### config.mk
export PLATFORM = sky130hd
export DESIGN_NAME = data_io_fifo
export DESIGN_NICKNAME = d
export VERILOG_FILES = /design/src/rtl/data_io_fifo.sv
export SDC_FILE = /design/constraint.sdc
export NUM_CORES = 1
export LEC_CHECK = 0
export ABC_AREA = 1
export CAP_MARGIN = 15
export CORE_ASPECT_RATIO = 0.75
export CORE_MARGIN = 2
export CORE_UTILIZATION = 59
export CTS_BUF_LIST = sky130_fd_sc_hd__clkbuf_4
export DETAILED_ROUTE_END_ITERATION = 12
export PLACE_DENSITY = 0.81
export SLEW_MARGIN = 30
export SYNTH_ARGS = -nofsm -noshare
export SYNTH_HDL_FRONTEND = slang
export SYNTH_SLANG_ARGS = --single-unit
export TNS_END_PERCENT = 50
### constraint.sdc
create_clock -name clk -period 2.2 [get_ports clk]
set_clock_uncertainty 0.15 [all_clocks]
set_input_delay 0.44 -clock clk [delete_from_list [all_inputs] [get_ports clk]]
set_output_delay 0.44 -clock clk [all_outputs]
set_load 0.1 [all_outputs]
### src/rtl/data_io_fifo.sv
// UIO file-download port: SPI byte assembler, word FIFO and RAM write handshake.
// Optional DATA_IO_CHECKSUM_EN adds a running byte checksum output.
module data_io_fifo #(
  parameter int          DATA_WIDTH = 8,
  parameter int          ADDR_WIDTH = 25,
  parameter int unsigned START_ADDR = 0,
  parameter int          DEPTH      = 4
) (
  input  logic                  clk,
  input  logic                  reset_n,
  input  logic                  sck,
  input  logic                  ss,
  input  logic                  sdi,
  output logic                  downloading,
  output logic [7:0]            index,
  output logic [ADDR_WIDTH:0]   size,
  output logic                  overflow,
  output logic                  wr,
  input  logic                  ack,
  output logic [ADDR_WIDTH-1:0] a,
  output logic [DATA_WIDTH-1:0] d
`ifdef DATA_IO_CHECKSUM_EN
  ,
  output logic [7:0]            checksum
`endif
);

  localparam int PW = $clog2(DEPTH);
  localparam logic [ADDR_WIDTH-1:0] START = ADDR_WIDTH'(START_ADDR);

  typedef enum logic {S_IDLE, S_WAIT} wst_e;

  typedef struct packed {
    logic [ADDR_WIDTH-1:0] addr;
    logic [DATA_WIDTH-1:0] data;
  } entry_t;

  logic [2:0] sck_q;
  logic [1:0] ss_q;
  logic [1:0] sdi_q;
  logic [2:0] bit_cnt_q;
  logic [6:0] sr_q;
  logic [7:0] cmd_q;
  logic       cmd_vld_q;

  logic       sck_rise;
  logic [7:0] byte_w;
  logic       byte_done;
  logic       payload;
  logic       start;
  logic       stop;
  logic       dbyte;

  logic                  push;
  logic [DATA_WIDTH-1:0] push_data;
  logic                  pop;
  logic                  accept;
  logic                  empty;
  logic                  full;
  entry_t                head;

  entry_t                mem_q [DEPTH];
  logic [PW:0]           wptr_q;
  logic [PW:0]           rptr_q;
  logic [ADDR_WIDTH-1:0] push_addr_q;
  logic                  ovf_q;
  logic [ADDR_WIDTH:0]   size_q;
  logic [7:0]            index_q;
  logic                  dl_q;
  logic                  end_pend_q;

  wst_e                  st_q;
  logic                  wr_q;
  logic [ADDR_WIDTH-1:0] a_q;
  logic [DATA_WIDTH-1:0] d_q;

  assign sck_rise  = sck_q[1] & ~sck_q[2];
  assign byte_w    = {sr_q, sdi_q[1]};
  assign byte_done = sck_rise & ~ss_q[1] & (bit_cnt_q == 3'd7);
  assign payload   = byte_done & cmd_vld_q;
  assign start     = payload & (cmd_q == 8'h53) & byte_w[0];
  assign stop      = payload & (cmd_q == 8'h53) & ~byte_w[0];
  assign dbyte     = payload & (cmd_q == 8'h54) & dl_q;

  always_ff @(posedge clk or negedge reset_n) begin
    if (!reset_n) begin
      sck_q     <= '0;
      ss_q      <= '1;
      sdi_q     <= '0;
      bit_cnt_q <= '0;
      sr_q      <= '0;
      cmd_q     <= '0;
      cmd_vld_q <= 1'b0;
    end else begin
      sck_q <= {sck_q[1:0], sck};
      ss_q  <= {ss_q[0], ss};
      sdi_q <= {sdi_q[0], sdi};
      if (ss_q[1]) begin
        bit_cnt_q <= '0;
        cmd_vld_q <= 1'b0;
      end else if (sck_rise) begin
        sr_q      <= byte_w[6:0];
        bit_cnt_q <= bit_cnt_q + 3'd1;
        if (bit_cnt_q == 3'd7 && !cmd_vld_q) begin
          cmd_q     <= byte_w;
          cmd_vld_q <= 1'b1;
        end
      end
    end
  end

  // 16-bit words are little-endian; end flushes a lone low byte.
  if (DATA_WIDTH == 16) begin : g_w16
    logic [7:0] lo_q;
    logic       half_q;

    always_ff @(posedge clk or negedge reset_n) begin
      if (!reset_n) begin
        lo_q   <= '0;
        half_q <= 1'b0;
      end else if (start || stop) begin
        half_q <= 1'b0;
      end else if (dbyte) begin
        if (!half_q) lo_q <= byte_w;
        half_q <= ~half_q;
      end
    end

    assign push      = (dbyte | stop) & half_q;
    assign push_data = dbyte ? DATA_WIDTH'({byte_w, lo_q})
                             : DATA_WIDTH'({8'h00, lo_q});
  end else begin : g_w8
    assign push      = dbyte;
    assign push_data = DATA_WIDTH'(byte_w);
  end

  assign empty  = (wptr_q == rptr_q);
  assign full   = (wptr_q[PW] != rptr_q[PW]) &&
                  (wptr_q[PW-1:0] == rptr_q[PW-1:0]);
  assign head   = mem_q[rptr_q[PW-1:0]];
  assign pop    = (st_q == S_WAIT) & ack;
  assign accept = push & (~full | pop);

  always_ff @(posedge clk or negedge reset_n) begin
    if (!reset_n) begin
      for (int i = 0; i < DEPTH; i++) mem_q[i] <= '0;
      wptr_q <= '0;
      rptr_q <= '0;
    end else if (start) begin
      wptr_q <= '0;
      rptr_q <= '0;
    end else begin
      if (accept) begin
        mem_q[wptr_q[PW-1:0]] <= '{addr: push_addr_q, data: push_data};
        wptr_q <= wptr_q + 1'b1;
      end
      if (pop) rptr_q <= rptr_q + 1'b1;
    end
  end

  // Address advances even for dropped words so file offsets hold.
  always_ff @(posedge clk or negedge reset_n) begin
    if (!reset_n) begin
      push_addr_q <= START;
      ovf_q       <= 1'b0;
      size_q      <= '0;
      index_q     <= '0;
    end else begin
      if (start) begin
        push_addr_q <= START;
        ovf_q       <= 1'b0;
        size_q      <= '0;
      end else begin
        if (push) push_addr_q <= push_addr_q + 1'b1;
        if (push && full && !pop) ovf_q <= 1'b1;
        if (dbyte && !(&size_q)) size_q <= size_q + 1'b1;
      end
      if (payload && cmd_q == 8'h55) index_q <= byte_w;
    end
  end

  always_ff @(posedge clk or negedge reset_n) begin
    if (!reset_n) begin
      dl_q       <= 1'b0;
      end_pend_q <= 1'b0;
    end else if (start) begin
      dl_q       <= 1'b1;
      end_pend_q <= 1'b0;
    end else if (stop && dl_q) begin
      end_pend_q <= 1'b1;
    end else if (end_pend_q && empty && !wr_q) begin
      dl_q       <= 1'b0;
      end_pend_q <= 1'b0;
    end
  end

  always_ff @(posedge clk or negedge reset_n) begin
    if (!reset_n) begin
      st_q <= S_IDLE;
      wr_q <= 1'b0;
      a_q  <= START;
      d_q  <= '0;
    end else if (start) begin
      st_q <= S_IDLE;
      wr_q <= 1'b0;
      a_q  <= START;
    end else begin
      unique case (st_q)
        S_IDLE: if (!empty) begin
          a_q  <= head.addr;
          d_q  <= head.data;
          wr_q <= 1'b1;
          st_q <= S_WAIT;
        end
        S_WAIT: if (ack) begin
          wr_q <= 1'b0;
          st_q <= S_IDLE;
        end
        default: st_q <= S_IDLE;
      endcase
    end
  end

`ifdef DATA_IO_CHECKSUM_EN
  logic [7:0] csum_q;

  always_ff @(posedge clk or negedge reset_n) begin
    if (!reset_n)   csum_q <= '0;
    else if (start) csum_q <= '0;
    else if (dbyte) csum_q <= csum_q + byte_w;
  end

  assign checksum = csum_q;
`endif

  assign downloading = dl_q;
  assign index       = index_q;
  assign size        = size_q;
  assign overflow    = ovf_q;
  assign wr          = wr_q;
  assign a           = a_q;
  assign d           = d_q;

endmodule

## Word level (Yosys, flattened, before mapping)

Cells that the tools add are included.

| word-level totals | value |
|---|---|
| logic and storage cells | 137 |
| register bits after elaboration | 261 |

| operators by class | value |
|---|---|
| muxes and demuxes | 37 |
| reduce and logical (&&, ||, !) cells | 32 |
| bitwise operators | 21 |
| add/sub/neg operators | 5 |
| order comparisons | 3 |
| equality and inequality tests | 12 |

Operators by type and width:

| cell | number |
|---|---|
| $bwmux W132 | 1 |
| $mux W25 | 5 |
| $mux W33 | 3 |
| $bmux W33 S2 | 1 |
| $demux W33 S2 | 1 |
| $mux W26 | 2 |
| $add A26 B1 Y26 const B | 1 |
| $reduce_and A26 Y1 | 1 |
| $add A25 B1 Y25 const B | 1 |
| $eq A8 B7 Y1 const B | 3 |
| $mux W3 | 6 |
| $mux W1 | 16 |
| $reduce_bool A2 Y1 | 8 |
| $reduce_and A2 Y1 | 6 |
| $and A1 B1 Y1 | 11 |
| $logic_and A1 B1 Y1 | 10 |
| $add A3 B1 Y3 const B | 3 |
| $not A1 Y1 | 7 |
| $ge A3 B3 Y1 const B | 2 |
| $ne A2 B2 Y1 const B | 3 |
| $ne A3 B3 Y1 const B | 2 |
| $not A2 Y3 | 2 |
| $reduce_and A3 Y1 | 2 |
| $logic_not A1 Y1 | 4 |
| other kinds (8) | 9 |

## Depth between registers and ports, before layout

Gate-level depths: netlist of run 1.

| logic depth | value |
|---|---|
| depth in word-level cells | 11 |
| depth in mapped cells | 11 |

## Worst setup path after synthesis of run 1

Ideal clock, no wire load.

| timing | value |
|---|---|
| path kind | register to register |
| start | register size_q[0], in the netlist size[0] |
| end | register size_q[5], in the netlist size[5] |
| setup slack | -440 ps |
| period minus slack after synthesis | 2640 ps |
| required time | 1920 ps |
| arrival | 2360 ps |
| stages on the path, launching flop included | 10 |
| path buffers | 1 |
| cell sequence | dfrtp_1 -> ha_1 -> inv_1 -> nor2_4 -> nand2_2 -> nor2_4 -> nand4_1 -> nand2_1 -> buf_2 -> o21ai_0 |

| between the ends | value |
|---|---|
| cells in the longest elaborated chain, start to end | 4 |
| elaborated cells between the ends (all ways) | 7 |

Ends and longest elaborated chain:

| element | line | RTL |
|---|---|---|
| from (decl) | 67 | `logic [ADDR_WIDTH:0] size_q;` |
| from (signal assigned) | 176 | `if (dbyte && !(&size_q)) size_q <= size_q + 1'b1;` |
| branches (longest 4 deep; another with $add A26 B1 Y26) | n/a |  |

Parallel ways; which one is timed is not known. The select of a mux whose other input is x is not followed.
A chain may end at the register's enable or synchronous reset.

## Worst setup path in the final report of run 1

| timing | value |
|---|---|
| start | register bit_cnt_q[0] |
| end | register a_q[19], in the netlist a[19] |

| between the ends | value |
|---|---|
| cells in the longest elaborated chain, start to end | 7 |
| elaborated cells between the ends (all ways) | 9 |

Ends and longest elaborated chain:

| element | line | RTL |
|---|---|---|
| from (decl) | 41 | `logic [2:0] bit_cnt_q;` |
| from (signal assigned) | 103 | `bit_cnt_q <= bit_cnt_q + 3'd1;` |
| $eq A3 B3 Y1 * | 79 | `assign byte_done = sck_rise & ~ss_q[1] & (bit_cnt_q == 3'd7);` |
| $and A1 B1 Y1 * | 79 |  |
| $and A1 B1 Y1 * | 80 | `assign payload = byte_done & cmd_vld_q;` |
| $and A1 B1 Y1 * (2 in series) | 81 | `assign start = payload & (cmd_q == 8'h53) & byte_w[0];` |
| $ne A2 B2 Y1 (no source line) | n/a |  |
| $reduce_and A2 Y1 (no source line) | n/a |  |
| to (signal assigned) | 210 | `a_q <= head.addr;` |
| to (decl) | 74 | `logic [ADDR_WIDTH-1:0] a_q;` |

Mark *: on every way between the ends. The rest lies on a longest branch, timed or not.

==> results of run 1 <==
[power by group through the flow]
stage | Clock [mW] | Sequential (mW) | Combinational [mW]
2_1_floorplan | 0 | 4.96 | 0.0480
3_3_place_gp | 0 | 4.98 | 0.193
3_5_place_dp | 0 | 4.98 | 0.197
4_1_cts | 4.20 | 4.89 | 0.201
5_1_grt | 4.49 | 4.89 | 0.228
6_report | 4.11 | 4.89 | 0.197
[cell usage in the layout (no fill, tap or decap), drive strengths merged]
master	instances
a21oi	44
a31oi	1
buf	122
bufinv	1
clkbuf	99
clkdlybuf4s50	4
clkinv	5
clkinvlp	2
dfrtp	259
dfstp	2
diode	1
dlygate4sd3	2
ha	9
inv	128
nand2	535
nand3	84
nand4	15
nor2	143
nor3	8
o21ai	272
o21bai	4
o22ai	2
or2	1
xnor2	7
xor2	13
[repair_timing]
item                       4_1_cts  5_1_grt
hold endpoints to repair       260        0
setup endpoints to repair        0      128
resized for setup                0        5
hold buffers                     2        0
buffers inserted                 0        5
[path summary, 6_finish.rpt]
path | start | endpoint | slack [ns] | cells after the start
worst max-delay path | bit_cnt_q[0] | a[19] | 0.13 | 10
min in group asynchronous | reset_n | mem_q[61] | 0.15 | 2
max in group asynchronous | reset_n | ss_q[1] | 1.09 | 3
worst min-delay path | sck | sck_q[0] | 0.06 | 1
worst min register to register | sck_q[0] | sck_q[1] | 0.21 | 0
worst max register to register | bit_cnt_q[0] | a[19] | 0.13 | 10
[final cells by class]
type	count	area, µm²	share of cell area (%)
Sequential cell	261	6570	44.6
Multi-Input combinational cell	1138	5170	35.1
Timing Repair Buffer	128	1330	9.06
Clock buffer	99	743	5.05
Inverter	125	472	3.20
Tap cell	288	360	2.45
Clock inverter	11	80.1	0.544
Antenna cell	1	2.50	0.0170
[metal layers]
metal  global-route usage (%)  vias up  part of all wire (%)
li1                         -     5416                     -
met1                     40.9     5255                    45
met2                     45.1      417                    46
met3                     5.58       48                   7.8
met4                     8.23        0                   1.4
met5                        0        -                     0
[metrics by stage]
step           worst slack (ns)  hold slack [ns]  util (%)
2_1_floorplan           0.00265         -0.00559         -
3_3_place_gp             0.0395            0.184      65.6
3_5_place_dp           -0.00575            0.191      65.6
4_1_cts                  0.0438           0.0171      69.6
5_1_grt                 -0.0380          0.00515      69.9
6_report                  0.133           0.0560      69.9
[registers in the layout, indices dropped and copies added, names as in the netlist, 2 cells and up]
signal / cells
mem_q: 132
d: 8
rptr_q: 3
sck_q: 3
push_addr_q: 25
wptr_q: 3
ss_q: 2
sr_q: 7
cmd_q: 8
index: 8
a: 25
sdi_q: 2
size: 26
bit_cnt_q: 3
[cells by family (layout without fill, tap and decap cells)]
logic type               Yosys count  count (layout)
AND/OR/NAND/NOR                  786             786
buffers and inverters            213             363
flip-flops                       261             261
AO/OA/AOI/OAI                    323             323
adder cells (fa/ha/maj)            9               9
XOR/XNOR                          20              20
other                              0               1
==> key figures, run 1 <==
Run status
  • Status: finished clean

CTS
  • H-Tree Depth: 3
  • Root buf cell: clkbuf_4
  • Number of buffers created by CTS: 67
  • Clock Path Buffers: 3
  • CTS clk-pin slew, worst paths: 0.07 ns
  • Later-pin clock latency in the skew report: about 0.67 ns
  • Sinks on the clock net: 261
  • CTS tree: done

Die
  • Die Area: about 23000 µm²
  • Core Region: 21100 µm²
  • Cell row count: 46
  • I/O Pins: 76
  • Starting Density: between 60 and 70%
  • Die width: 173 µm
  • Die Y: 131 µm

Drt
  • Iteration-0 DRC Markers: 914
  • Vias per cell: 5.43
  • WL/cell: 15.2 µm
  • DR pass1 iterations: 5
  • Routed Wire Length: around 31000 µm
  • Drt drc: 0
  • ANT nets after route: 0
  • Vias post-DR: 11100

Synth
  • Async set-reset flop share out of synthesis: 100%
  • Post-Synth XOR/XNOR Area: 1.39%
  • Syn Area/Cell: between 7 and 8 µm²
  • Largest family of logic cells by synthesized area: simple AND/OR/NAND/NOR gates
  • Sequential share of the synthesized area: 51.7%
  • Number of synthesized register bits: 261
  • Most frequent cell after synthesis: nand2_1
  • Synth Cell Area: 12600 µm²
  • Synthesized-area fraction occupied by adder cells: 0.890%
  • Synth Area in Simple Gates: 25.5%
  • Synth top area share: between 50% and 60%
  • Multiplexer share of the synthesized area: 0%
  • Synth area leaders: dfrtp_1 51%, nand2_1 16%, o21ai_0 7.4%, nor2_1 4.0%, inv_1 3.5%
  • EDFF count, synth: 0
  • Gate Count Post-Synth: ~1600
  • Count of cell types in the netlist: 34
  • Synthesized net count: approximately 1600
  • Yosys warnings: 0
  • Post-synth top cells: 531 x nand2_1, 259 x dfrtp_1, 187 x o21ai_0
  • Post-synthesis compound-gate area fraction: 12.9%
  • Yosys top cell by area: dfrtp_1
  • Main synth FF type: dfrtp_1

GRT
  • Vias in the first global route: between 10000 and 15000
  • First-pass GRT wire length: 52300 µm
  • Largest net degree at the start of global routing: 76
  • Tot GR Track Use: approximately 29%
  • Antenna violations before repair: 1
  • Global route overflow: 0

Timing
  • Fin. max-slew vios: 0
  • Min Tclk post-route: 2.07 ns
  • Setup violations, final: 0
  • Worst-Margin Slew: between 0.5 and 0.6 ns
  • Setup TNS: 0 ns
  • Slew HR: roughly two thirds
  • Max Freq: 0.484 GHz
  • Final Hold Fails: 0
  • Fin crit share: 94.0%

Placement
  • Dpl cells: between 1500 and 2000
  • Area after DPL: between 10000 and 15000 µm²
  • GPL Wtd Cong: 0.928
  • Port bufs: between 70 and 80
  • Placed wire-length estimate: around 20000 µm

Power and ir drop
  • NetSw: about 2.1 mW
  • Seq pwr share: between 50% and 60%
  • Internal Power: 7.05 mW
  • Switching Fraction: 23.3%
  • Leak Pwr: ~7.4 nW
  • Clk pwr share: between 40 and 50%
  • Comb power frac: 2.1%
  • PwrDens: between 600 and 700 nW/µm²
  • Max VDD drop: 0.490 mV
  • Total power: 9.20 mW

Flow run
  • Max cap viols: 0

Critical path
  • Worst setup EP type: register
  • Worst path cell trace: ha_1 -> ha_1 -> inv_1 -> nor3_4 -> nand2_1 -> nor2_2 -> nor2_2 -> buf_12 -> nand2_1 -> nand2_1
  • Max stage delay on crit path: approximately 0.36 ns
  • Crit path DAT: 2.45 ns
  • CP max-delay cell: dfrtp_1
  • Cell family with most CP delay: simple AND/OR/NAND/NOR gates
  • Bufs and invs on worst path: 2
  • Worst path required time: about 2.6 ns
  • CP most frequent cell: nand2_1
  • Critical path peak fanout: 33
  • Type of origin of the critical path: register
  • Kind of critical path: reg2reg

Finish
  • Finished Cell Area: roughly 15000 µm²
  • Final net count: 1736
  • P&R area growth vs syn: 16.5%
  • Layout cells sized above 1: approximately 16%
  • FILL cells: 1719
  • Non-filler cells, final: 2051

Worst hold path
  • Worst min-delay path category: in2reg
Note: power is estimated with default switching activity, not from simulation.
==> run 2: changes to the inputs <==
--- a/config.mk
+++ b/config.mk
@@ -7,12 +7,15 @@
 export LEC_CHECK = 0
 export ABC_AREA = 1
 export CAP_MARGIN = 15
+export CELL_PAD_IN_SITES_DETAIL_PLACEMENT = 1
+export CELL_PAD_IN_SITES_GLOBAL_PLACEMENT = 1
 export CORE_ASPECT_RATIO = 0.75
 export CORE_MARGIN = 2
-export CORE_UTILIZATION = 59
+export CORE_UTILIZATION = 46
 export CTS_BUF_LIST = sky130_fd_sc_hd__clkbuf_4
 export DETAILED_ROUTE_END_ITERATION = 12
-export PLACE_DENSITY = 0.81
+export PLACE_DENSITY = 0.84
+export RECOVER_POWER = 25
 export SLEW_MARGIN = 30
 export SYNTH_ARGS = -nofsm -noshare
 export SYNTH_HDL_FRONTEND = slang
==> key figures, run 2 (same netlist as run 1, synthesis figures left out) <==
Run status
  • Status: finished clean

Drt
  • ANT nets after route: 0 (unchanged)
  • DR pass1 iterations: 5 (unchanged)
  • WL/cell: 19.1 µm (+26%)
  • Drt drc: 0 (unchanged)
  • Routed Wire Length: 41000 µm (+32%)
  • Vias per cell: 5.49 (+1.0%)
  • Vias post-DR: 11800 (+5.7%)
  • Iteration-0 DRC Markers: 692 (-24%)

CTS
  • Number of buffers created by CTS: 70 (+4.5%)
  • CTS tree: done
  • Root buf cell: clkbuf_4
  • Later-pin clock latency in the skew report: 0.71 ns (+0.04 ns)
  • H-Tree Depth: 3 (unchanged)
  • CTS clk-pin slew, worst paths: 0.06 ns (about the same)
  • Sinks on the clock net: 261 (unchanged)
  • Clock Path Buffers: 3 (unchanged)

Worst hold path
  • Min-delay src: sdi
  • Worst min-delay path category: in2reg
  • Hold EP: sdi_q[0]
  • Min-Delay Path Depth: 1 (unchanged)

Finish
  • Register area: 6570 µm² (unchanged)
  • Most frequent cells in the layout: 529 x nand2_1, 237 x dfrtp_1, 186 x o21ai_0, 131 x nor2_1, 119 x inv_1
  • Most flops, register: mem_q
  • Layout cells sized above 1: 17.1% (+0.95 points)
  • Max reg flops: 132 (unchanged)
  • Final net count: 1758 (+1.3%)
  • P&R area growth vs syn: 19.9%
  • Finished Cell Area: 15200 µm² (+2.9%)
  • Most common library cell in the layout ignoring fill and taps: nand2_1
  • FILL cells: 3308 (+92%)
  • Area of the multi-input gates: 5200 µm² (+0.60%)
  • Non-filler cells, final: 2145 (+4.6%)

Die
  • Cell row count: 52 (+13%)
  • Die Y: 148 µm (+13%)
  • I/O Pins: 76 (unchanged)
  • Die Area: 28800 µm² (+27%)
  • Core Region: 27000 µm² (+28%)
  • Die width: 195 µm (+13%)
  • Starting Density: 46.8% (-13 points)

Timing
  • RSZ-0062 raised after global routing: true
  • Setup violations, final: 0 (unchanged)
  • Slew HR: 42.2% (-23 points)
  • Fin crit share: 97.9% (+3.9 points)
  • Fin. max-slew vios: 0 (unchanged)
  • Worst-Margin Slew: 0.866 ns (+0.347 ns)
  • Max Freq: 0.464 GHz (-4.0%)
  • Min Tclk post-route: 2.15 ns (+0.0867 ns)
  • Setup TNS: 0 ns (unchanged)
  • Final Hold Fails: 0 (unchanged)

Critical path
  • Worst setup EP type: register
  • Critical path peak fanout: 11 (-67%)
  • Type of origin of the critical path: register
  • Kind of critical path: reg2reg
  • FF-to-FF End: mem_q[62]
  • Worst path required time: 2.62 ns (+0.04 ns)
  • Crit Reg-Reg Startpoint: wptr_q[0]
  • Crit path DAT: 2.57 ns (+0.12 ns)
  • Worst R2R Setup Slack: 0.05 ns (-0.09 ns)
  • R2R depth: 10 (unchanged)

Placement
  • Port bufs: 75 (unchanged)
  • GPL Wtd Cong: 0.868 (-6.5%)
  • Dpl cells: 2004 (+3.7%)
  • Area after DPL: 14000 µm² (+1.0%)
  • Placed wire-length estimate: 25600 µm (+27%)

GRT
  • Vias in the first global route: 12500 (+17%)
  • First-pass GRT wire length: 64200 µm (+23%)
  • Antenna violations before repair: 1 (unchanged)
  • Largest net degree at the start of global routing: 74 (-2.6%)
  • Tot GR Track Use: 27.8% (-0.74 points)
  • Global route overflow: 0 (unchanged)

Power and ir drop
  • Max VDD drop: 0.395 mV (-19%)
  • PwrDens: 641 nW/µm² (+2.7%)
  • Leak Pwr: 7.58 nW (+2.3%)

Flow run
  • Max cap viols: 0 (unchanged)
==> run 2: metal layers <==
| layer | part of all wire (%) | GRT usage, % |
|---|---|---|
| met5 | 0 | 0 |
| met3 | 4.4 | 5.34 |
| met2 | 49 | 46.1 |
| met4 | 1.6 | 9.08 |
| met1 | 45 | 37.1 |
==> run 2: worst max-delay path by stage <==
stage               depth (start not counted)          from  slack [ns]         to
CTS                                         9  bit_cnt_q[0]        0.02  mem_q[56]
global route                                9     wptr_q[0]       -0.08  wptr_q[2]
detailed placement                          9     wptr_q[0]       -0.08      a[16]
floorplan                                   9      size[22]       0.003   size[20]
finish                                     10     wptr_q[0]        0.05  mem_q[62]
global placement                            9           ack       0.007  mem_q[68]
==> run 2: worst max-delay path, stage by stage, from the launching register on <==
cell and delay [ns]:
dfrtp_1 0.47, xnor2_1 0.27, nand2_1 0.14, inv_1 0.10
nand2_1 0.19, nand2_8 0.20, nor2_8 0.06, buf_4 0.17
clkbuf_16 0.17, nand2_1 0.06, o21ai_0 0.07
==> run 2: cell type report <==
| class | instances | share of cell area (%) |
|---|---|---|
| Antenna cell | 1 | 0.0165 |
| Multi-Input combinational cell | 1138 | 34.3 |
| Timing Repair Buffer | 147 | 10.2 |
| Sequential cell | 261 | 43.3 |
| Inverter | 125 | 3.14 |
| Tap cell | 351 | 2.90 |
| Clock inverter | 18 | 0.991 |
| Clock buffer | 104 | 5.15 |
==> run 2: repair_timing <==
item	CTS	global route
endpoints found under the hold margin	261	0
setup buffers	0	9
setup endpoints to repair	32	122
cloned	0	4
pin swaps	0	3
hold buffers	5	0
gates resized for setup	2	16
==> run 2: per-stage QoR <==
step	utilization (%)	setup slack (ns)	hold slack (ns)	total power, mW
after floorplan	-	0.00265	-0.00559	5.01
after global placement	51.7	0.00716	0.153	5.18
after detailed placement	51.7	-0.0841	0.156	5.19
after CTS	55.4	0.0203	0.00501	9.85
after global routing	56.1	-0.0815	0.134	10.1
final	56.1	0.0461	0.162	9.72
==> run 2: report_power, final <==
| group | total (mW) | internal, mW | leakage (nW) | switching [mW] |
|---|---|---|---|---|
| sequential | 4.89 | 4.83 | 3.38 | 0.0585 |
| combinational | 0.208 | 0.0393 | 3.65 | 0.168 |
| clock | 4.62 | 2.51 | 0.551 | 2.11 |
| total | 9.72 | 7.39 | 7.58 | 2.34 |
